## src/rtl/ram_burst_arbiter_if.sv

```systemverilog
// rtl/ram_burst_arbiter_if.sv - requester, completion and RAM-port signal bundle for ram_burst_arbiter
interface ram_burst_arbiter_if #(
   parameter int ADDR_W = 4,
   parameter int DATA_W = 8,
   parameter int LEN_W  = 6
);
   logic              req_0;
   logic              req_1;
   logic              we_0;
   logic              we_1;
   logic [ADDR_W-1:0] addr_0;
   logic [ADDR_W-1:0] addr_1;
   logic [LEN_W-1:0]  len_0;
   logic [LEN_W-1:0]  len_1;
   logic [DATA_W-1:0] wdata_0;
   logic [DATA_W-1:0] wdata_1;
   logic              gnt_0;
   logic              gnt_1;
   logic              beat_0;
   logic              beat_1;
   logic [DATA_W-1:0] rdata_0;
   logic [DATA_W-1:0] rdata_1;
   logic              rvalid_0;
   logic              rvalid_1;
   logic              done_0;
   logic              done_1;
   logic              ram_en;
   logic              ram_we;
   logic [ADDR_W-1:0] ram_addr;
   logic [DATA_W-1:0] ram_wdata;
   logic [DATA_W-1:0] ram_rdata;
   logic              busy;

   // Arbiter side
   modport slave (
      input  req_0, req_1, we_0, we_1, addr_0, addr_1, len_0, len_1,
      input  wdata_0, wdata_1, ram_rdata,
      output gnt_0, gnt_1, beat_0, beat_1, rdata_0, rdata_1,
      output rvalid_0, rvalid_1, done_0, done_1,
      output ram_en, ram_we, ram_addr, ram_wdata, busy
   );

   // Requesters plus the RAM port they share
   modport master (
      output req_0, req_1, we_0, we_1, addr_0, addr_1, len_0, len_1,
      output wdata_0, wdata_1, ram_rdata,
      input  gnt_0, gnt_1, beat_0, beat_1, rdata_0, rdata_1,
      input  rvalid_0, rvalid_1, done_0, done_1,
      input  ram_en, ram_we, ram_addr, ram_wdata, busy
   );
endinterface

```

## src/rtl/ram_burst_arbiter.sv

```systemverilog
// rtl/ram_burst_arbiter.sv - two-requester burst arbiter/sequencer for one RAM port; define RAM_ARB_FIXED_PRIO_EN for fixed priority (requester 0 wins)
module ram_burst_arbiter #(
   parameter int ADDR_W = 4,
   parameter int DATA_W = 8,
   parameter int LEN_W  = 6
) (
   input logic                clk,
   input logic                rst,
   ram_burst_arbiter_if.slave bus
);

   typedef enum logic [1:0] {
      S_IDLE  = 2'd0,
      S_GRANT = 2'd1,
      S_BURST = 2'd2,
      S_DONE  = 2'd3
   } state_t;

   state_t            r_state;
   logic              r_owner;
   logic              r_last_owner;
   logic              r_cur_we;
   logic [ADDR_W-1:0] r_cur_addr;
   logic [LEN_W-1:0]  r_remaining;
   logic              r_gnt;
   logic              r_done;
   logic              r_rvalid;
   logic              r_ram_en;

   logic              w_any_req;
   logic              w_sel;
   logic [DATA_W-1:0] w_wdata;

   assign w_any_req = bus.req_0 | bus.req_1;

   // Pick the requester that will own the next burst
   always_comb begin
`ifdef RAM_ARB_FIXED_PRIO_EN
      w_sel = ~bus.req_0;
`else
      if (bus.req_0 && bus.req_1) begin
         w_sel = ~r_last_owner;
      end else begin
         w_sel = ~bus.req_0;
      end
`endif
   end

   // Burst sequencer: IDLE -> GRANT -> BURST (one beat per cycle) -> DONE -> IDLE
   always_ff @(posedge clk or posedge rst) begin
      if (rst) begin
         r_state      <= S_IDLE;
         r_owner      <= 1'b0;
         r_last_owner <= 1'b1;
         r_cur_we     <= 1'b0;
         r_cur_addr   <= '0;
         r_remaining  <= '0;
         r_gnt        <= 1'b0;
         r_done       <= 1'b0;
         r_rvalid     <= 1'b0;
         r_ram_en     <= 1'b0;
      end else begin
         case (r_state)
            S_IDLE: begin
               if (w_any_req) begin
                  r_state      <= S_GRANT;
                  r_owner      <= w_sel;
                  r_last_owner <= w_sel;
                  r_gnt        <= 1'b1;
                  r_cur_we     <= w_sel ? bus.we_1   : bus.we_0;
                  r_cur_addr   <= w_sel ? bus.addr_1 : bus.addr_0;
                  r_remaining  <= w_sel ? bus.len_1  : bus.len_0;
               end
            end
            S_GRANT: begin
               r_gnt <= 1'b0;
               if (r_remaining == '0) begin
                  r_state <= S_DONE;
                  r_done  <= 1'b1;
               end else begin
                  r_state  <= S_BURST;
                  r_ram_en <= 1'b1;
               end
            end
            S_BURST: begin
               r_cur_addr  <= r_cur_addr + 1'b1;
               r_remaining <= r_remaining - 1'b1;
               // read data returns one cycle behind its beat
               r_rvalid    <= ~r_cur_we;
               if (r_remaining == LEN_W'(1)) begin
                  r_state  <= S_DONE;
                  r_ram_en <= 1'b0;
                  r_done   <= 1'b1;
               end
            end
            S_DONE: begin
               r_done   <= 1'b0;
               r_rvalid <= 1'b0;
               r_state  <= S_IDLE;
            end
            default: begin
               r_state <= S_IDLE;
            end
         endcase
      end
   end

   assign w_wdata = r_owner ? bus.wdata_1 : bus.wdata_0;

   assign bus.gnt_0     = r_gnt & ~r_owner;
   assign bus.gnt_1     = r_gnt &  r_owner;
   assign bus.beat_0    = r_ram_en & ~r_owner;
   assign bus.beat_1    = r_ram_en &  r_owner;
   assign bus.done_0    = r_done & ~r_owner;
   assign bus.done_1    = r_done &  r_owner;
   assign bus.rvalid_0  = r_rvalid & ~r_owner;
   assign bus.rvalid_1  = r_rvalid &  r_owner;
   assign bus.rdata_0   = (r_rvalid && !r_owner) ? bus.ram_rdata : '0;
   assign bus.rdata_1   = (r_rvalid &&  r_owner) ? bus.ram_rdata : '0;

   // RAM port is quiet (all zero) outside BURST
   assign bus.ram_en    = r_ram_en;
   assign bus.ram_we    = r_ram_en & r_cur_we;
   assign bus.ram_addr  = r_ram_en ? r_cur_addr : '0;
   assign bus.ram_wdata = r_ram_en ? w_wdata : '0;

   assign bus.busy      = (r_state != S_IDLE);

endmodule

```

## src/flat_wrapper.sv

```systemverilog
// flat-port wrapper written by rule: the top's interface ports become plain ports
module ram_burst_arbiter_flat 
#(
   parameter int ADDR_W = 4,
   parameter int DATA_W = 8,
   parameter int LEN_W  = 6
)
  (clk, rst, bus_req_0, bus_req_1, bus_we_0, bus_we_1, bus_addr_0, bus_addr_1, bus_len_0, bus_len_1, bus_wdata_0, bus_wdata_1, bus_ram_rdata, bus_gnt_0, bus_gnt_1, bus_beat_0, bus_beat_1, bus_rdata_0, bus_rdata_1, bus_rvalid_0, bus_rvalid_1, bus_done_0, bus_done_1, bus_ram_en, bus_ram_we, bus_ram_addr, bus_ram_wdata, bus_busy);
  ram_burst_arbiter_if #(.ADDR_W(ADDR_W), .DATA_W(DATA_W), .LEN_W(LEN_W)) bus_i ();
  input logic clk;
  input logic rst;
  input wire logic [$bits(bus_i.req_0)-1:0] bus_req_0;
  input wire logic [$bits(bus_i.req_1)-1:0] bus_req_1;
  input wire logic [$bits(bus_i.we_0)-1:0] bus_we_0;
  input wire logic [$bits(bus_i.we_1)-1:0] bus_we_1;
  input wire logic [$bits(bus_i.addr_0)-1:0] bus_addr_0;
  input wire logic [$bits(bus_i.addr_1)-1:0] bus_addr_1;
  input wire logic [$bits(bus_i.len_0)-1:0] bus_len_0;
  input wire logic [$bits(bus_i.len_1)-1:0] bus_len_1;
  input wire logic [$bits(bus_i.wdata_0)-1:0] bus_wdata_0;
  input wire logic [$bits(bus_i.wdata_1)-1:0] bus_wdata_1;
  input wire logic [$bits(bus_i.ram_rdata)-1:0] bus_ram_rdata;
  output wire logic [$bits(bus_i.gnt_0)-1:0] bus_gnt_0;
  output wire logic [$bits(bus_i.gnt_1)-1:0] bus_gnt_1;
  output wire logic [$bits(bus_i.beat_0)-1:0] bus_beat_0;
  output wire logic [$bits(bus_i.beat_1)-1:0] bus_beat_1;
  output wire logic [$bits(bus_i.rdata_0)-1:0] bus_rdata_0;
  output wire logic [$bits(bus_i.rdata_1)-1:0] bus_rdata_1;
  output wire logic [$bits(bus_i.rvalid_0)-1:0] bus_rvalid_0;
  output wire logic [$bits(bus_i.rvalid_1)-1:0] bus_rvalid_1;
  output wire logic [$bits(bus_i.done_0)-1:0] bus_done_0;
  output wire logic [$bits(bus_i.done_1)-1:0] bus_done_1;
  output wire logic [$bits(bus_i.ram_en)-1:0] bus_ram_en;
  output wire logic [$bits(bus_i.ram_we)-1:0] bus_ram_we;
  output wire logic [$bits(bus_i.ram_addr)-1:0] bus_ram_addr;
  output wire logic [$bits(bus_i.ram_wdata)-1:0] bus_ram_wdata;
  output wire logic [$bits(bus_i.busy)-1:0] bus_busy;
  assign bus_i.req_0 = bus_req_0;
  assign bus_i.req_1 = bus_req_1;
  assign bus_i.we_0 = bus_we_0;
  assign bus_i.we_1 = bus_we_1;
  assign bus_i.addr_0 = bus_addr_0;
  assign bus_i.addr_1 = bus_addr_1;
  assign bus_i.len_0 = bus_len_0;
  assign bus_i.len_1 = bus_len_1;
  assign bus_i.wdata_0 = bus_wdata_0;
  assign bus_i.wdata_1 = bus_wdata_1;
  assign bus_i.ram_rdata = bus_ram_rdata;
  assign bus_gnt_0 = bus_i.gnt_0;
  assign bus_gnt_1 = bus_i.gnt_1;
  assign bus_beat_0 = bus_i.beat_0;
  assign bus_beat_1 = bus_i.beat_1;
  assign bus_rdata_0 = bus_i.rdata_0;
  assign bus_rdata_1 = bus_i.rdata_1;
  assign bus_rvalid_0 = bus_i.rvalid_0;
  assign bus_rvalid_1 = bus_i.rvalid_1;
  assign bus_done_0 = bus_i.done_0;
  assign bus_done_1 = bus_i.done_1;
  assign bus_ram_en = bus_i.ram_en;
  assign bus_ram_we = bus_i.ram_we;
  assign bus_ram_addr = bus_i.ram_addr;
  assign bus_ram_wdata = bus_i.ram_wdata;
  assign bus_busy = bus_i.busy;
  ram_burst_arbiter #(.ADDR_W(ADDR_W), .DATA_W(DATA_W), .LEN_W(LEN_W)) u_core (.clk(clk), .rst(rst), .bus(bus_i));
endmodule
```

## config.mk

```make
export PLATFORM = sky130hd
export DESIGN_NAME = ram_burst_arbiter_flat
export DESIGN_NICKNAME = d
export VERILOG_FILES = /design/src/rtl/ram_burst_arbiter_if.sv /design/src/rtl/ram_burst_arbiter.sv /design/src/flat_wrapper.sv
export SDC_FILE = /design/constraint.sdc
export NUM_CORES = 1
export LEC_CHECK = 0
export CAP_MARGIN = 10
export CELL_PAD_IN_SITES_DETAIL_PLACEMENT = 0
export CELL_PAD_IN_SITES_GLOBAL_PLACEMENT = 1
export CORE_MARGIN = 2
export CORE_UTILIZATION = 30
export CTS_CLUSTER_SIZE = 16
export DETAILED_ROUTE_END_ITERATION = 8
export DONT_BUFFER_PORTS = 1
export GPL_ROUTABILITY_DRIVEN = 0
export HOLD_SLACK_MARGIN = 0.06
export MAX_ROUTING_LAYER = met4
export PLACE_DENSITY_LB_ADDON = 0.3
export SETUP_SLACK_MARGIN = 0.05
export SKIP_CTS_REPAIR_TIMING = 1
export SLEW_MARGIN = 10
export SYNTH_ARGS = -nofsm -noshare
export SYNTH_HDL_FRONTEND = slang
export SYNTH_SLANG_ARGS = --single-unit
```

## constraint.sdc

```tcl
create_clock -name clk -period 2.5 [get_ports clk]
set_clock_uncertainty 0.2 [all_clocks]
set_input_delay 0.375 -clock clk [delete_from_list [all_inputs] [get_ports clk]]
set_output_delay 0.375 -clock clk [all_outputs]
set_load 0.01 [all_outputs]
```

After elaboration in Yosys (flattened, before gate mapping):

Cells that the tools add are included.

* muxes and demuxes: 26
* $add $sub $neg: 2
* equal/unequal tests: 8
* bitwise gates (word level): 14
* reductions and logical operators: 18

Operators by type and width (count)
* two-way mux 8 bit: 4
* two-way mux 4 bit: 3
* two-way mux 6 bit: 2
* case mux 6 bit (2 select lines): 1
* nonzero test 2 bit: 5
* AND 1 bit: 9
* two-way mux 1 bit: 8
* case mux 2 bit (4 select lines): 1
* case mux 4 bit (2 select lines): 1
* AND reduction 2 bit: 4
* equality test 6 x 1 -> 1 bit, second input constant: 1
* zero test 6 bit: 1
* != test 2 x 1 -> 1 bit, second input constant: 3
* case mux 1 bit (2 select lines): 3
* AND reduction 3 bit: 2
* subtractor 6 x 1 -> 6 bit, second input constant: 1
* adder 4 x 1 -> 4 bit, second input constant: 1
* equality test 2 bit, second input constant: 2
* two-way mux 2 bit: 2
* inverter 1 bit: 4
* logical AND 1 bit: 3
* case mux 1 bit (3 select lines): 1
* nonzero test 3 bit: 1
* equality test 2 x 1 -> 1 bit, second input constant: 1
* other kinds (4): 4

* input port bits: 50
* logic and storage cells: 78
* flip-flop bits (word level): 19
* output and inout bits: 39

Depth between registers and ports, before layout:

Gate-level depths: netlist (run 1).

* depth in word-level cells: 5
* depth in mapped cells: 8
* gate-level depth less buffers: 6

Least setup slack after synthesis (run 1):

Ideal clock, no wire load.

* kind: reg-to-reg
* start point: register u_core.r_state[0]
* end point: register u_core.r_remaining[4]
* library setup time: 0.123 ns
* data required time: 2.177 ns
* path buffers: 1
* stages on the path, launching flop included: 8
* data arrival time: 1.642 ns
* clock period less this slack: 1.964 ns
* slack: 0.536 ns
* path through: dfrtp_1 -> inv_1 -> ha_1 -> nor3b_4 -> or2_2 -> buf_6 -> nor2_1 -> o221a_2

* longest elaborated chain between the ends: 3
* elaborated cells between the ends (all ways): 6
* classes of those cells: eq/ne (2); mux (1); reduce/logical (3)

Ends and longest elaborated chain
* start, declared: line ram_burst_arbiter.sv:19 `state_t r_state;`
* start signal, assigned: line ram_burst_arbiter.sv:52 `r_state <= S_IDLE;`
* start signal, assigned: line ram_burst_arbiter.sv:66 `r_state <= S_GRANT;`
* start signal, assigned: line ram_burst_arbiter.sv:78 `r_state <= S_DONE;`
* equality test 2 bit / zero test 2 bit (equally long branches): line ram_burst_arbiter.sv:63 `case (r_state)`
* nonzero test 2 bit (no line) / != test 2 x 1 -> 1 bit (equally long branches)
* AND reduction 2 bit (no line)
* end signal, assigned: line ram_burst_arbiter.sv:72 `r_remaining <= w_sel ? bus.len_1 : bus.len_0;`
* end signal, assigned: line ram_burst_arbiter.sv:87 `r_remaining <= r_remaining - 1'b1;`
* end, declared: line ram_burst_arbiter.sv:24 `logic [LEN_W-1:0] r_remaining;`

Parallel ways exist; a longest one is shown, timed or not.
A chain may end at the register's enable or synchronous reset.

Worst setup path in the final report (run 1):

Same ends and word-level chain as after synthesis.

==> results of run 1 <==
sequential cells by signal, summed over array words and instances (netlist names):
register             flops
u_core.bus.ram_en        1
u_core.r_cur_addr        4
u_core.r_cur_we          1
u_core.r_done            1
u_core.r_gnt             1
u_core.r_last_owner      1
u_core.r_owner           1
u_core.r_remaining       6
u_core.r_rvalid          1
u_core.r_state           2
final cells by class:
type	instances	area (sq um)	area share [%]
Tap cell	70	87.6	5.12
Clock buffer	4	45.0	2.63
Multi-Input combinational cell	140	1010	58.8
Timing Repair Buffer	5	42.5	2.49
Sequential cell	19	477	27.9
Inverter	14	52.6	3.07
logic make-up (layout without fill, tap and decap cells):
| family | count (synthesis) | after routing | synth area share, % |
|---|---|---|---|
| and+or+nand+nor | 77 | 77 | 29.3 |
| muxes | 18 | 18 | 11.6 |
| adders and majority gates | 9 | 9 | 7.09 |
| DFF | 19 | 19 | 30.0 |
| buffers and inverters | 24 | 23 | 6.77 |
| AOI/OAI and AO/OA | 36 | 36 | 15.3 |
worst max-delay path, stage by stage, from the launching register on:
cell	delay, ns
dfrtp_1	0.42
inv_1	0.13
ha_1	0.32
nor3b_4	0.48
or2_2	0.31
nor2_1	0.07
o221a_2	0.26
layout by cell type, fill, tap and decap left out, drive strengths merged, types with 3 or more instances in the layout:
cell type / synthesis / routed
inv: 14 / 14
and3: 8 / 8
nor2b: 12 / 12
nor2: 13 / 13
a21oi: 9 / 9
nor3: 3 / 3
mux2: 3 / 3
ha: 9 / 9
o211ai: 5 / 5
and2: 17 / 17
buf: 5 / 3
dfrtp: 18 / 18
clkbuf: 5 / 4
a22o: 3 / 3
o21ai: 10 / 10
mux2i: 15 / 15
nand2: 7 / 7
Yosys cell counts (all sizes together):
library cell,number
and2,17
nor3b,2
nor3,3
nor2,13
a22o,3
nor4b,1
nand4b,2
dfrtp,18
a2bb2oi,1
o221a,2
dfstp,1
buf,5
a31oi,1
o211ai,5
nand3,2
clkbuf,5
or4,2
nor2b,12
o21a,1
or2,1
and3,8
a21oi,9
a311oi,1
mux2,3
a211oi,1
mux2i,15
nor4,2
nand2b,1
nand4,2
o21ai,10
and2b,1
inv,14
nand2,7
a32o,1
ha,9
o221ai,1
or3,1
metal layers:
metal  global-route usage [%]  vias up  wire, microns
li1                         -      644              -
met1                     15.7      639           1770
met2                     24.6       71           2030
met3                     3.29        4            292
met4                     3.09        0             43
met5                        -        -              0
final timing paths:
path                                                       from                           endpoint  slack (ns)  depth (start not counted)
max in group asynchronous                                   rst      u_core.r_state[0]$_DFFE_PP0P_        1.12                          2
worst max register to register    u_core.r_state[0]$_DFFE_PP0P_  u_core.r_remaining[4]$_DFFE_PP0P_        0.20                          6
min in group asynchronous                                   rst   u_core.r_cur_addr[0]$_DFFE_PP0P_        0.50                          2
worst min-delay path                                  bus_req_1    u_core.r_last_owner$_DFFE_PP1P_        0.09                          2
worst max-delay path              u_core.r_state[0]$_DFFE_PP0P_  u_core.r_remaining[4]$_DFFE_PP0P_        0.20                          6
worst min register to register  u_core.r_last_owner$_DFFE_PP1P_    u_core.r_last_owner$_DFFE_PP1P_        0.33                          2
power groups by stage:
stage          combinational, mW  sequential, mW  clock [mW]
2_1_floorplan             0.0411           0.313           0
3_3_place_gp              0.0497           0.313           0
3_5_place_dp              0.0501           0.313           0
4_1_cts                   0.0501           0.307       0.234
5_1_grt                   0.0576           0.307       0.243
6_report                  0.0512           0.307       0.222
==> run metrics, run 1 <==
status finished clean; Die H 76.8 microns; post-route design area 0.00171 sq mm; Filler Cells Inserted 521; Clock Pin Slew Worst Setup and Hold Paths 0.08 ns; Design Power 0.580 mW; vias in the first global route 1305; WHS 0.0859 ns; Slew HR 48.5%; clock share of power 38.2%; Post-DP HPWL 3.19 mm; Worst Hold Class in -> reg; # nets final 242; fin crit share 91.9%; Netlist Area Pre-Place 0.00159 sq mm; Int Power 0.440 mW; min cycle time layout 2.30 ns; Max Clk Rate 0.435 GHz; unrepaired setup endpoints after global routing false; net switching power 0.140 mW; clock sinks 19; dpl cell area 0.00164 sq mm; post-synthesis sequential area ratio 30.0%; number of CTS-inserted buffers 3; largest net degree at the start of global routing 20; area growth from synthesis to layout 7.72%; slew at the pin closest to its max-slew limit 0.771 ns; # diodes 0; antenna viol nets, final 0; gr ovfl total 0; Max Cap Viol 0; synthesized flop and latch total 19; H-tree Lvls 1; Setup WS pre-CTS 0.179 ns; Max VDD drop 0.000220 V; post-synth top area cell dfrtp_1; clock latency on the worst-skew pair 0.26 ns; DR iter-0 viols 88; Placed Cells 246; detailed-route wire length 4.13 mm; Final Instance Count excl. Fillers 252; Longest Clk Path Bufs 2; drt first pass iters 4; P_leak 0.754 nW; layout cells sized above 1 9.34%; PwrDens 339 mW/mm^2; Syn Nets 242; Finished Core Util 33.5%; Area contributors post-synth dfrtp_1, mux2i_1, ha_1, and2_1, nor2b_1; critical path class reg -> reg; CTS tree yes; top-area cell type share of the netlist area 28.3%; sequential share of power 52.9%; synth unique cells 42; Switching Share 24.1%; combinational fraction of design power 8.8%; Routed WL per cell 16.4 microns; DR DRC count 0; Mean Syn Cell Area 8.68 sq um; CP Launch Type register; Final Setup Violations 0; final worst slack 0.203 ns; routed via count 1358; GRT Total Usage 13.9%; PortBufs 0; Core Area 0.00511 sq mm; Worst Path Arrival 2.25 ns; io pins 89; endpoint class of the critical path register; CP Max Fanout 10; die area 0.00590 sq mm; Fin Setup TNS 0 ns; Starting Density 31.1%; Vias/cell 5.39; initial antenna violation count 0; Clock Tree Root clkbuf_8; synth warn 0; FP Rows 26; first-pass GRT wire length 6.45 mm; Die W 76.8 microns; Syn Inst Count 183; Hold Violations, Final 0; Required @ worst endpoint 2.45 ns; max-slew violations 0
Power figures use the tool's default switching activity.
==> inputs of run 2 (changes only) <==
Settings changed: CORE_UTILIZATION 30 to 27, DONT_BUFFER_PORTS 1 to default.
==> run 2 against run 1 <==
  * Utilization is 13 points higher
  * Combinational power increased to 3.0 times the previous value
  * Sequential power hardly changed
  * Clock power is 4% higher
==> run metrics, run 2 (synthesis gave the netlist of run 1 again) <==
Max Clk Rate 0.432 GHz (was 0.435 GHz); die area 0.00651 sq mm (was 0.00590 sq mm); Fin Setup TNS 0 ns (unchanged); Vias/cell 4.77 (was 5.39); status finished clean (unchanged); Final Setup Violations 0 (unchanged); first-pass GRT wire length 7.60 mm (was 6.45 mm); P_leak 1.11 nW (was 0.754 nW); GRT Max-Usage Layer met2 (unchanged); Hold Violations, Final 0 (unchanged); largest net degree at the start of global routing 20 (unchanged); min cycle time layout 2.32 ns (was 2.30 ns); PwrDens 263 mW/mm^2 (was 339 mW/mm^2); detailed-route wire length 4.79 mm (was 4.13 mm); Required @ worst endpoint 1.92 ns (was 2.45 ns); # nets final 333 (was 242); FP Rows 27 (was 26); max-slew violations 0 (unchanged); unrepaired setup endpoints after global routing false (unchanged); Max Cap Viol 0 (unchanged); critical path class reg -> out (was reg -> reg); Slew HR 48.7% (was 48.5%); hold depth 2 (unchanged); Worst Hold Launch u_core.r_gnt$_DFFE_PP0P_ (was bus_req_1); Routed WL per cell 13.9 microns (was 16.4 microns); area growth from synthesis to layout 65.4% (was 7.72%); met3 global-route usage 3.93% (was 3.29%); number of CTS-inserted buffers 3 (unchanged); antenna viol nets, final 0 (unchanged); Worst Path Arrival 1.74 ns (was 2.25 ns); Setup WS pre-CTS 0.0668 ns (was 0.179 ns); PortBufs 88 (was 0); post-route design area 0.00263 sq mm (was 0.00171 sq mm); DR iter-0 viols 29 (was 88); Top reg by flops u_core.r_remaining (unchanged); GRT Total Usage 15.1% (was 13.9%); CTS tree yes (unchanged); # diodes 0 (unchanged); Seq. cell area 478 sq um (was 477 sq um); Clock Tree Root clkbuf_8 (unchanged); most common cell after layout, fill and taps aside clkdlybuf4s50_1 (was dfrtp_1); area occupied by multi-input gates 0.00101 sq mm (unchanged); commonest cells after routing, fill and taps aside clkdlybuf4s50_1, and2_1, dfrtp_1 (was dfrtp_1, and2_1, mux2i_1); CP Max Fanout 7 (was 10); Filler Cells Inserted 569 (was 521); layout cells sized above 1 8.79% (was 9.34%); Clock Pin Slew Worst Setup and Hold Paths 0.08 ns (about the same); routed via count 1644 (was 1358); Longest Clk Path Bufs 2 (unchanged); fin crit share 92.6% (was 91.9%); final worst slack 0.184 ns (was 0.203 ns); initial antenna violation count 0 (unchanged); gr ovfl total 0 (unchanged); dpl cell area 0.00258 sq mm (was 0.00164 sq mm); Core Area 0.00561 sq mm (was 0.00511 sq mm); Worst Hold Class reg -> reg (was in -> reg); Die H 80.7 microns (was 76.8 microns); met2 Track Usage GR 26.3% (was 24.6%); max FFs per register 6 (unchanged); H-tree Lvls 1 (unchanged); slew at the pin closest to its max-slew limit 0.768 ns (was 0.771 ns); Finished Core Util 46.9% (was 33.5%); CP Launch Type register (unchanged); Critical Path Start u_core.r_state[0]$_DFFE_PP0P_ (unchanged); drt first pass iters 4 (unchanged); Top Registers u_core.r_remaining: 6 flops, u_core.r_cur_addr: 4 flops, u_core.r_state: 2 flops (unchanged); DR DRC count 0 (unchanged); worst reg2reg path startpoint u_core.r_state[0]$_DFFE_PP0P_ (unchanged); path depth of the worst reg2reg path 6 (unchanged); io pins 89 (unchanged); Die W 80.7 microns (was 76.8 microns); endpoint class of the critical path primary output (was register); Max VDD drop 0.000209 V (was 0.000220 V); Post-DP HPWL 3.82 mm (was 3.19 mm); met1 Use GR 18.1% (was 15.7%); clock latency on the worst-skew pair 0.26 ns (about the same); Starting Density 28.3% (was 31.1%); vias in the first global route 1619 (was 1305); clock sinks 19 (unchanged)
## run 2: changes by cell type in the layout (fill, tap and decap cells not counted)
cell	delta
dfrtp_1	-1
dfrtp_2	+1
clkinv_2	+1
clkbuf_1	-1
buf_12	+1
clkdlybuf4s50_1	+88
dlygate4sd3_1	-2
buf_4	+4
## run 2: layout make-up
cell class	count	area share, %
multi-input combinational	140	38.3
timing repair buffer	96	36.3
sequential	19	18.2
tap	72	3.43
inverter	14	2.00
clock buffer	3	1.57
clock inverter	1	0.190
## run 2: where the power goes
| group | internal, mW | switching [mW] | leakage [nW] |
|---|---|---|---|
| Clock | 0.111 | 0.119 | 0.0255 |
| Sequential | 0.307 | 0 | 0.221 |
| Combinational | 0.106 | 0.0471 | 0.865 |
## run 2: per-stage QoR
step	std cells	total power [mW]	hold WS, ns
finish	345	0.690	0.331
global placement	341	0.467	0.300
CTS	345	0.696	0.331
floorplan	183	0.354	0.125
global route	345	0.720	0.362
detailed placement	341	0.468	0.311
## run 2: worst paths after layout
path / end / slack [ns]
worst max-delay path: bus_busy / 0.18
worst min-delay path: u_core.r_gnt$_DFFE_PP0P_ / 0.33
worst max register to register: u_core.r_remaining[2]$_DFFE_PP0P_ / 0.33
worst min register to register: u_core.r_gnt$_DFFE_PP0P_ / 0.33
max in group asynchronous: u_core.r_rvalid$_DFFE_PP0P_ / 1.21
min in group asynchronous: u_core.r_cur_addr[1]$_DFFE_PP0P_ / 0.35
## run 2: critical path: stages (launching register included)
cell             delay, ns
dfrtp_1               0.40
inv_1                 0.10
ha_1                  0.30
inv_1                 0.12
clkdlybuf4s50_1       0.55
## run 2: routing by layer
| metal | routed length, microns | up-vias | part of all wire, % |
|---|---|---|---|
| met4 | 17 | 0 | 0.36 |
| li1 | - | 822 | - |
| met3 | 444 | 2 | 9.3 |
| met1 | 2100 | 756 | 44 |
| met5 | 0 | - | 0 |
| met2 | 2230 | 64 | 47 |
